**src/rtl/ram32k_arbiter_if.sv**
```systemverilog
// Requester and RAM-pin bundle for the 32K x 16 data RAM arbiter.
// slave = arbiter side, master = requesters plus the RAM read port.
interface ram32k_arbiter_if #(
  parameter int ADDR_W = 15,
  parameter int DATA_W = 16
);
  logic              a_req;
  logic              a_we;
  logic [ADDR_W-1:0] a_addr;
  logic [DATA_W-1:0] a_wdata;
  logic              a_gnt;
  logic              a_rvalid;
  logic [DATA_W-1:0] a_rdata;

  logic              b_req;
  logic              b_we;
  logic [ADDR_W-1:0] b_addr;
  logic [DATA_W-1:0] b_wdata;
  logic              b_gnt;
  logic              b_rvalid;
  logic [DATA_W-1:0] b_rdata;

  logic              ram_load;
  logic [ADDR_W-1:0] ram_address;
  logic [DATA_W-1:0] ram_in;
  logic [DATA_W-1:0] ram_out;
  logic              busy;

  modport slave (
    input  a_req, a_we, a_addr, a_wdata,
    input  b_req, b_we, b_addr, b_wdata,
    input  ram_out,
    output a_gnt, a_rvalid, a_rdata,
    output b_gnt, b_rvalid, b_rdata,
    output ram_load, ram_address, ram_in, busy
  );

  modport master (
    output a_req, a_we, a_addr, a_wdata,
    output b_req, b_we, b_addr, b_wdata,
    output ram_out,
    input  a_gnt, a_rvalid, a_rdata,
    input  b_gnt, b_rvalid, b_rdata,
    input  ram_load, ram_address, ram_in, busy
  );
endinterface

```
**src/rtl/ram32k_arbiter.sv**
```systemverilog
// Two-requester arbiter/sequencer for the 32K x 16 data RAM.
// Define RAM_ARB_RR_EN for round-robin ties; default is fixed A-over-B priority.
module ram32k_arbiter #(
  parameter int ADDR_W = 15,
  parameter int DATA_W = 16
) (
  input  logic            clock,
  input  logic            reset_n,
  ram32k_arbiter_if.slave bus
);

  typedef enum logic [1:0] {
    IDLE,
    ACCESS,
    CAPTURE
  } state_e;

  state_e            state_q, state_d;
  logic [ADDR_W-1:0] addr_q, addr_d;
  logic [DATA_W-1:0] wdata_q, wdata_d;
  logic              load_q, load_d;
  logic              win_b_q, win_b_d;
  logic              a_gnt_q, a_gnt_d;
  logic              b_gnt_q, b_gnt_d;
  logic              a_rv_q, a_rv_d;
  logic              b_rv_q, b_rv_d;
  logic [DATA_W-1:0] a_rd_q, a_rd_d;
  logic [DATA_W-1:0] b_rd_q, b_rd_d;
  logic              busy_q, busy_d;
  logic              pick_b;

`ifdef RAM_ARB_RR_EN
  logic last_b_q, last_b_d;

  // Tie goes to whichever port was not granted last.
  assign pick_b = bus.b_req & (~bus.a_req | ~last_b_q);
`else
  assign pick_b = bus.b_req & ~bus.a_req;
`endif

  always_comb begin
    state_d = state_q;
    addr_d  = addr_q;
    wdata_d = wdata_q;
    load_d  = 1'b0;
    win_b_d = win_b_q;
    a_gnt_d = 1'b0;
    b_gnt_d = 1'b0;
    a_rv_d  = 1'b0;
    b_rv_d  = 1'b0;
    a_rd_d  = a_rd_q;
    b_rd_d  = b_rd_q;
`ifdef RAM_ARB_RR_EN
    last_b_d = last_b_q;
`endif
    unique case (state_q)
      IDLE: begin
        if (bus.a_req | bus.b_req) begin
          win_b_d = pick_b;
          addr_d  = pick_b ? bus.b_addr : bus.a_addr;
          wdata_d = pick_b ? bus.b_wdata : bus.a_wdata;
          load_d  = pick_b ? bus.b_we : bus.a_we;
          a_gnt_d = ~pick_b;
          b_gnt_d = pick_b;
`ifdef RAM_ARB_RR_EN
          last_b_d = pick_b;
`endif
          state_d = ACCESS;
        end
      end
      ACCESS: begin
        // load_q doubles as the write flag of the access in flight.
        state_d = load_q ? IDLE : CAPTURE;
      end
      CAPTURE: begin
        if (win_b_q) begin
          b_rd_d = bus.ram_out;
          b_rv_d = 1'b1;
        end else begin
          a_rd_d = bus.ram_out;
          a_rv_d = 1'b1;
        end
        state_d = IDLE;
      end
      default: state_d = IDLE;
    endcase
    busy_d = (state_d != IDLE);
  end

  always_ff @(posedge clock or negedge reset_n) begin
    if (!reset_n) begin
      state_q <= IDLE;
      addr_q  <= '0;
      wdata_q <= '0;
      load_q  <= 1'b0;
      win_b_q <= 1'b0;
      a_gnt_q <= 1'b0;
      b_gnt_q <= 1'b0;
      a_rv_q  <= 1'b0;
      b_rv_q  <= 1'b0;
      a_rd_q  <= '0;
      b_rd_q  <= '0;
      busy_q  <= 1'b0;
    end else begin
      state_q <= state_d;
      addr_q  <= addr_d;
      wdata_q <= wdata_d;
      load_q  <= load_d;
      win_b_q <= win_b_d;
      a_gnt_q <= a_gnt_d;
      b_gnt_q <= b_gnt_d;
      a_rv_q  <= a_rv_d;
      b_rv_q  <= b_rv_d;
      a_rd_q  <= a_rd_d;
      b_rd_q  <= b_rd_d;
      busy_q  <= busy_d;
    end
  end

`ifdef RAM_ARB_RR_EN
  always_ff @(posedge clock or negedge reset_n) begin
    if (!reset_n) begin
      last_b_q <= 1'b1;
    end else begin
      last_b_q <= last_b_d;
    end
  end
`endif

  assign bus.a_gnt       = a_gnt_q;
  assign bus.b_gnt       = b_gnt_q;
  assign bus.a_rvalid    = a_rv_q;
  assign bus.b_rvalid    = b_rv_q;
  assign bus.a_rdata     = a_rd_q;
  assign bus.b_rdata     = b_rd_q;
  assign bus.ram_load    = load_q;
  assign bus.ram_address = addr_q;
  assign bus.ram_in      = wdata_q;
  assign bus.busy        = busy_q;

endmodule

```
**src/flat_wrapper.sv**
```systemverilog
// flat-port wrapper written by rule: the top's interface ports become plain ports
module ram32k_arbiter_flat 
#(
  parameter int ADDR_W = 15,
  parameter int DATA_W = 16
)
  (clock, reset_n, bus_a_req, bus_a_we, bus_a_addr, bus_a_wdata, bus_b_req, bus_b_we, bus_b_addr, bus_b_wdata, bus_ram_out, bus_a_gnt, bus_a_rvalid, bus_a_rdata, bus_b_gnt, bus_b_rvalid, bus_b_rdata, bus_ram_load, bus_ram_address, bus_ram_in, bus_busy);
  ram32k_arbiter_if #(.ADDR_W(ADDR_W), .DATA_W(DATA_W)) bus_i ();
  input  logic clock;
  input  logic reset_n;
  input wire logic [$bits(bus_i.a_req)-1:0] bus_a_req;
  input wire logic [$bits(bus_i.a_we)-1:0] bus_a_we;
  input wire logic [$bits(bus_i.a_addr)-1:0] bus_a_addr;
  input wire logic [$bits(bus_i.a_wdata)-1:0] bus_a_wdata;
  input wire logic [$bits(bus_i.b_req)-1:0] bus_b_req;
  input wire logic [$bits(bus_i.b_we)-1:0] bus_b_we;
  input wire logic [$bits(bus_i.b_addr)-1:0] bus_b_addr;
  input wire logic [$bits(bus_i.b_wdata)-1:0] bus_b_wdata;
  input wire logic [$bits(bus_i.ram_out)-1:0] bus_ram_out;
  output wire logic [$bits(bus_i.a_gnt)-1:0] bus_a_gnt;
  output wire logic [$bits(bus_i.a_rvalid)-1:0] bus_a_rvalid;
  output wire logic [$bits(bus_i.a_rdata)-1:0] bus_a_rdata;
  output wire logic [$bits(bus_i.b_gnt)-1:0] bus_b_gnt;
  output wire logic [$bits(bus_i.b_rvalid)-1:0] bus_b_rvalid;
  output wire logic [$bits(bus_i.b_rdata)-1:0] bus_b_rdata;
  output wire logic [$bits(bus_i.ram_load)-1:0] bus_ram_load;
  output wire logic [$bits(bus_i.ram_address)-1:0] bus_ram_address;
  output wire logic [$bits(bus_i.ram_in)-1:0] bus_ram_in;
  output wire logic [$bits(bus_i.busy)-1:0] bus_busy;
  assign bus_i.a_req = bus_a_req;
  assign bus_i.a_we = bus_a_we;
  assign bus_i.a_addr = bus_a_addr;
  assign bus_i.a_wdata = bus_a_wdata;
  assign bus_i.b_req = bus_b_req;
  assign bus_i.b_we = bus_b_we;
  assign bus_i.b_addr = bus_b_addr;
  assign bus_i.b_wdata = bus_b_wdata;
  assign bus_i.ram_out = bus_ram_out;
  assign bus_a_gnt = bus_i.a_gnt;
  assign bus_a_rvalid = bus_i.a_rvalid;
  assign bus_a_rdata = bus_i.a_rdata;
  assign bus_b_gnt = bus_i.b_gnt;
  assign bus_b_rvalid = bus_i.b_rvalid;
  assign bus_b_rdata = bus_i.b_rdata;
  assign bus_ram_load = bus_i.ram_load;
  assign bus_ram_address = bus_i.ram_address;
  assign bus_ram_in = bus_i.ram_in;
  assign bus_busy = bus_i.busy;
  ram32k_arbiter #(.ADDR_W(ADDR_W), .DATA_W(DATA_W)) u_core (.clock(clock), .reset_n(reset_n), .bus(bus_i));
endmodule
```
**config.mk**
```make
export PLATFORM = sky130hd
export DESIGN_NAME = ram32k_arbiter_flat
export DESIGN_NICKNAME = d
export VERILOG_FILES = /design/src/rtl/ram32k_arbiter_if.sv /design/src/rtl/ram32k_arbiter.sv /design/src/flat_wrapper.sv
export SDC_FILE = /design/constraint.sdc
export NUM_CORES = 1
export LEC_CHECK = 0
export ABC_AREA = 1
export CAP_MARGIN = 15
export CORE_AREA = 4 4 92 94
export DETAILED_ROUTE_END_ITERATION = 8
export DIE_AREA = 0 0 96 98
export PLACE_DENSITY = 0.82
export SYNTH_ARGS = -nofsm -noshare
export SYNTH_HDL_FRONTEND = slang
export SYNTH_SLANG_ARGS = --single-unit
export TNS_END_PERCENT = 50
```
**constraint.sdc**
```tcl
create_clock -name clock -period 1.65 [get_ports clock]
set_clock_uncertainty 0.1 [all_clocks]
set_input_delay 0.4125 -clock clock [delete_from_list [all_inputs] [get_ports clock]]
set_output_delay 0.4125 -clock clock [all_outputs]
set_load 0.05 [all_outputs]
```
==> Yosys cells after proc, flatten, opt, wreduce, memory -nomap -nowiden <==
Index checks and enable logic that the tools add are counted.
{ "classes": {"n_eq_ne": 2, "muxes": 16, "bitwise_logic": 5, "n_reduce_logical": 5} }
{ "op_table": {"columns": ["operator", "count"], "rows": [
  ["16-bit two-way mux", 1],
  ["15-bit two-way mux", 1],
  ["1-bit two-way mux", 11],
  ["2-bit AND reduction", 3],
  ["2-bit two-way mux", 2],
  ["2-bit case mux with 2 select lines", 1],
  ["1-bit NOT", 3],
  ["2-bit by 1-bit equality test with 1-bit output (second input constant)", 1],
  ["2-bit equality test (second input constant)", 1],
  ["2-bit logical NOT", 1],
  ["2-bit nonzero test", 1],
  ["1-bit AND", 1],
  ["1-bit OR", 1]
]} }
{ "totals": {"ff_bits": 72, "input_bits": 84, "out_inout_bits": 69, "elab_cells": 40} }

==> Depth between registers and ports, before layout <==
{ "depth": {"ltp_word": 5, "depth_mapped": 7, "depth_no_buf": 6} }

==> Least setup slack after synthesis <==
Ideal clock, no wire load.
{ "synth_path": {"path_kind": "in2reg", "startpoint": "in bus_b_req", "endpoint": "reg u_core.addr_q[0] (netlist: u_core.bus.ram_address[0])", "setup_ns": 0.118, "arrival_ns": 1.030, "required_time_ns": 1.432, "path_slack_ns": 0.402, "stages": 6, "n_path_buf": 2, "path_cell_list": "buf_4 nor2_1 nor2_4 buf_6 nand2_1 nand2_1"} }
{ "synth_via": {"elab_chain_cells": 2, "elab_cells_between_ends": 4, "cone_classes": "mux: 1; bitwise: 2; reduce/logical: 1"} }
{ "synth_lines": {"columns": ["item", "line", "text"], "rows": [
  ["start: declaration", "flat_wrapper.sv:15", "input wire logic [$bits(bus_i.b_req)-1:0] bus_b_req;"],
  ["1-bit AND / 1-bit OR (equally long branches)", "ram32k_arbiter.sv:38, ram32k_arbiter.sv:58", null],
  ["15-bit two-way mux / 2-bit AND reduction (equally long branches)", null, null],
  ["end signal: assignment", "ram32k_arbiter.sv:106", "addr_q <= addr_d;"],
  ["end: declaration", "ram32k_arbiter.sv:19", "logic [ADDR_W-1:0] addr_q, addr_d;"]
]} }
Several ways; a longest one is shown, not always the timed one.
A chain may end at the register's enable or synchronous reset.

==> Worst setup path in the final report <==
{ "layout_path": {"startpoint": "in bus_b_req", "endpoint": "reg u_core.addr_q[13] (netlist: u_core.bus.ram_address[13])"} }
Same word-level chain as after synthesis.

==> results.py <==
metrics = {
    "synthesis": {
        "yosys_register_bits": 72,
        "yosysTopAreaCell": "dfrtp_1",
        "yosysWarningCount": 0,
        "yosysSeqAreaShare_pct": 57.4,
        "synth_top_area_share_pct": 57.4,
        "synth.cell_area_um2": 3140,
        "yosys.cell_types.count": 17,
        "syn_inst": 383,
        "synth.area.top_cells": "dfrtp_1, nand2_1, o21ai_1",
        "synth_nets": 467,
        "avgSynthCellArea_um2": 8.20,
    },
    "route": {
        "drcViolationCount": 0,
        "drt_iter0_drc": 112,
        "drt-wirelength-per-cell_um": 14.0,
        "postRouteAntennaNets": 0,
        "routed_wl_mm": 9.06,
        "drt_first_pass_iters": 4,
        "vias": 3068,
        "via_per_inst": 4.74,
    },
    "worst_setup_path": {
        "critical_path.max_fanout": 22,
        "crit_required_ns": 1.82,
        "max_stage_delay_ns": 0.63,
        "worst-setup-path-type": "input port to register",
        "crit_family": "buffers and inverters",
        "cp_slowest_cell": "clkdlybuf4s50_1",
        "startpoint_type": "input port",
        "cpMostUsedCell": "nand2_1",
        "crit_chain": "clkdlybuf4s50_1 > nor2_1 > nor2_4 > buf_12 > nand2_1 > nand2_1",
        "end_kind": "register",
        "crit_buf_inv": 2,
        "cp.arrival_ns": 1.64,
    },
    "grt": {
        "grt-ovfl-total": 0,
        "grt_pass1_wl_mm": 14.3,
        "grt_usage_pct": 19.6,
        "antenna_found_initial": 0,
        "grt_pass1_vias": 3114,
        "grt_max_degree": 73,
    },
    "job": {
        "drv_cap": 0,
    },
    "power": {
        "p_total_mw": 13.0,
        "vdd_drop_max_mv": 1.01,
        "p_per_area_nw_per_um2": 2270,
        "p_leak_nw": 2.87,
    },
    "die": {
        "start_util_pct": 41.1,
        "coreArea_um2": 7650,
        "die-width_um": 96,
        "std_cell_rows": 32,
        "die_area_um2": 9410,
        "io_pins": 153,
        "die_h_um": 98,
    },
    "sta": {
        "max_freq_ghz": 0.677,
        "post-route-min-period_ns": 1.48,
        "rsz0062_at_grt": "false",
        "finalSetupViolCount": 0,
        "fin_crit_sh_pct": 89.6,
        "slew_headroom_pct": 74.5,
        "hold_viol": 0,
        "drv_slew": 0,
        "tightest_slew_ns": 0.382,
    },
    "clock_tree": {
        "holdBufCountCts": 1,
        "clk_pin_slew_worst_paths_ns": 0.07,
        "cts_setup_buffers": 0,
        "cts_tree": "yes",
        "clock_path_buffers": 2,
        "cts_resized": 0,
        "clock_sinks": 72,
        "cts-root-buf": "clkbuf_8",
        "clock_latency_ns": 0.34,
        "htreeDepth": 3,
        "cts_buffers": 9,
    },
    "place": {
        "gp_congestion": 0.784,
        "place_hpwl_mm": 7.22,
        "dp_cells": 630,
        "portBuffers": 152,
    },
    "outcome": {
        "outcome": "finished, final reports clean",
    },
    "layout": {
        "final_common_cell": "nand2_1",
        "antenna_cells": 0,
        "area_delta_synth_final_pct": 81.8,
        "final-instance-count-excl-fill": 647,
        "nets": 624,
        "drive_above_1_share_pct": 19.8,
        "mostFrequentLayoutCells": "nand2_1, clkdlybuf4s50_1, buf_12",
    },
    "worst_hold_path": {
        "min_path_type": "register to register",
    },
}
## Yosys cell counts
cell,instances
buf_4,4
or2_1,1
buf_2,15
nand2_1,191
buf_6,3
nor2_4,1
o21ai_2,1
dfrtp_1,72
a21oi_1,1
o21ai_1,32
nand3_1,31
nand3_2,2
nor3_1,1
inv_2,1
nand2_2,2
nor2_1,4
inv_1,21
## state kept, by name, summed over array words and instances, names as in the netlist, 2 cells and up
register / flops
u_core.state_q: 2
u_core.bus.ram_address: 15
u_core.bus.a_rdata: 16
u_core.bus.ram_in: 16
u_core.bus.b_rdata: 16
## kinds of logic after synthesis
kind of cell           count (synthesis)  synth area share [%]
AOI/OAI and AO/OA                     34                  5.54
buffers and inverters                 44                  7.05
DFF                                   72                  57.4
and+or+nand+nor                      233                  30.0
## through the flow
step / hold slack, ns / setup TNS [ns] / worst slack [ns] / utilization (%) / cell area, um2
after floorplan: 0.0169 / 0 / 0.402 / - / 3140
after global placement: 0.348 / -2.87 / -0.104 / 71.9 / 5500
after detailed placement: 0.354 / -4.81 / -0.171 / 71.9 / 5500
after CTS: 0.447 / 0 / 0.183 / 74.6 / 5710
after global routing: 0.470 / 0 / 0.125 / 74.6 / 5710
final: 0.445 / 0 / 0.172 / 74.6 / 5710
## tightest hold or removal path, stage by stage (launching register included)
cell	delay, ns
dfrtp_1	0.39
nand2_1	0.07
nand2_1	0.06
## final timing paths
kind / from / endpoint / slack (ns) / depth (start not counted)
worst min-delay path: u_core.bus.ram_address[10] / u_core.bus.ram_address[10] / 0.45 / 2
worst min register to register: u_core.bus.ram_address[10] / u_core.bus.ram_address[10] / 0.45 / 2
worst max register to register: u_core.state_q[1] / u_core.bus.ram_in[12] / 0.38 / 5
min in group asynchronous: reset_n / u_core.bus.b_rdata[5] / 0.53 / 3
worst max-delay path: bus_b_req / u_core.bus.ram_address[13] / 0.17 / 6
max in group asynchronous: reset_n / u_core.bus.ram_in[4] / 0.61 / 3
## power by group
group          total [mW]  internal, mW  leakage (nW)  switching, mW
Sequential           3.50          2.60         0.894          0.891
Combinational        8.10          3.76          1.87           4.34
Clock                1.36         0.731         0.106          0.629
Total                13.0          7.10          2.87           5.86
## layout make-up
class / count / area (um2)
clock buffers: 10 / 138
inverters: 22 / 82.6
flip-flops and latches: 72 / 1800
clock inverters: 6 / 58.8
well taps: 102 / 128
repair buffers: 168 / 2380
multi-input cells: 267 / 1120
fillers: 516 / 1940
## routing by layer
layer	GRT usage (%)	routed length [um]	up-vias
li1	-	-	1498
met1	22.1	3490	1418
met2	33.4	4400	137
met3	8.47	1010	15
met4	5.47	165	0
met5	0	0	-
Note: power is estimated with default switching activity, not from simulation.
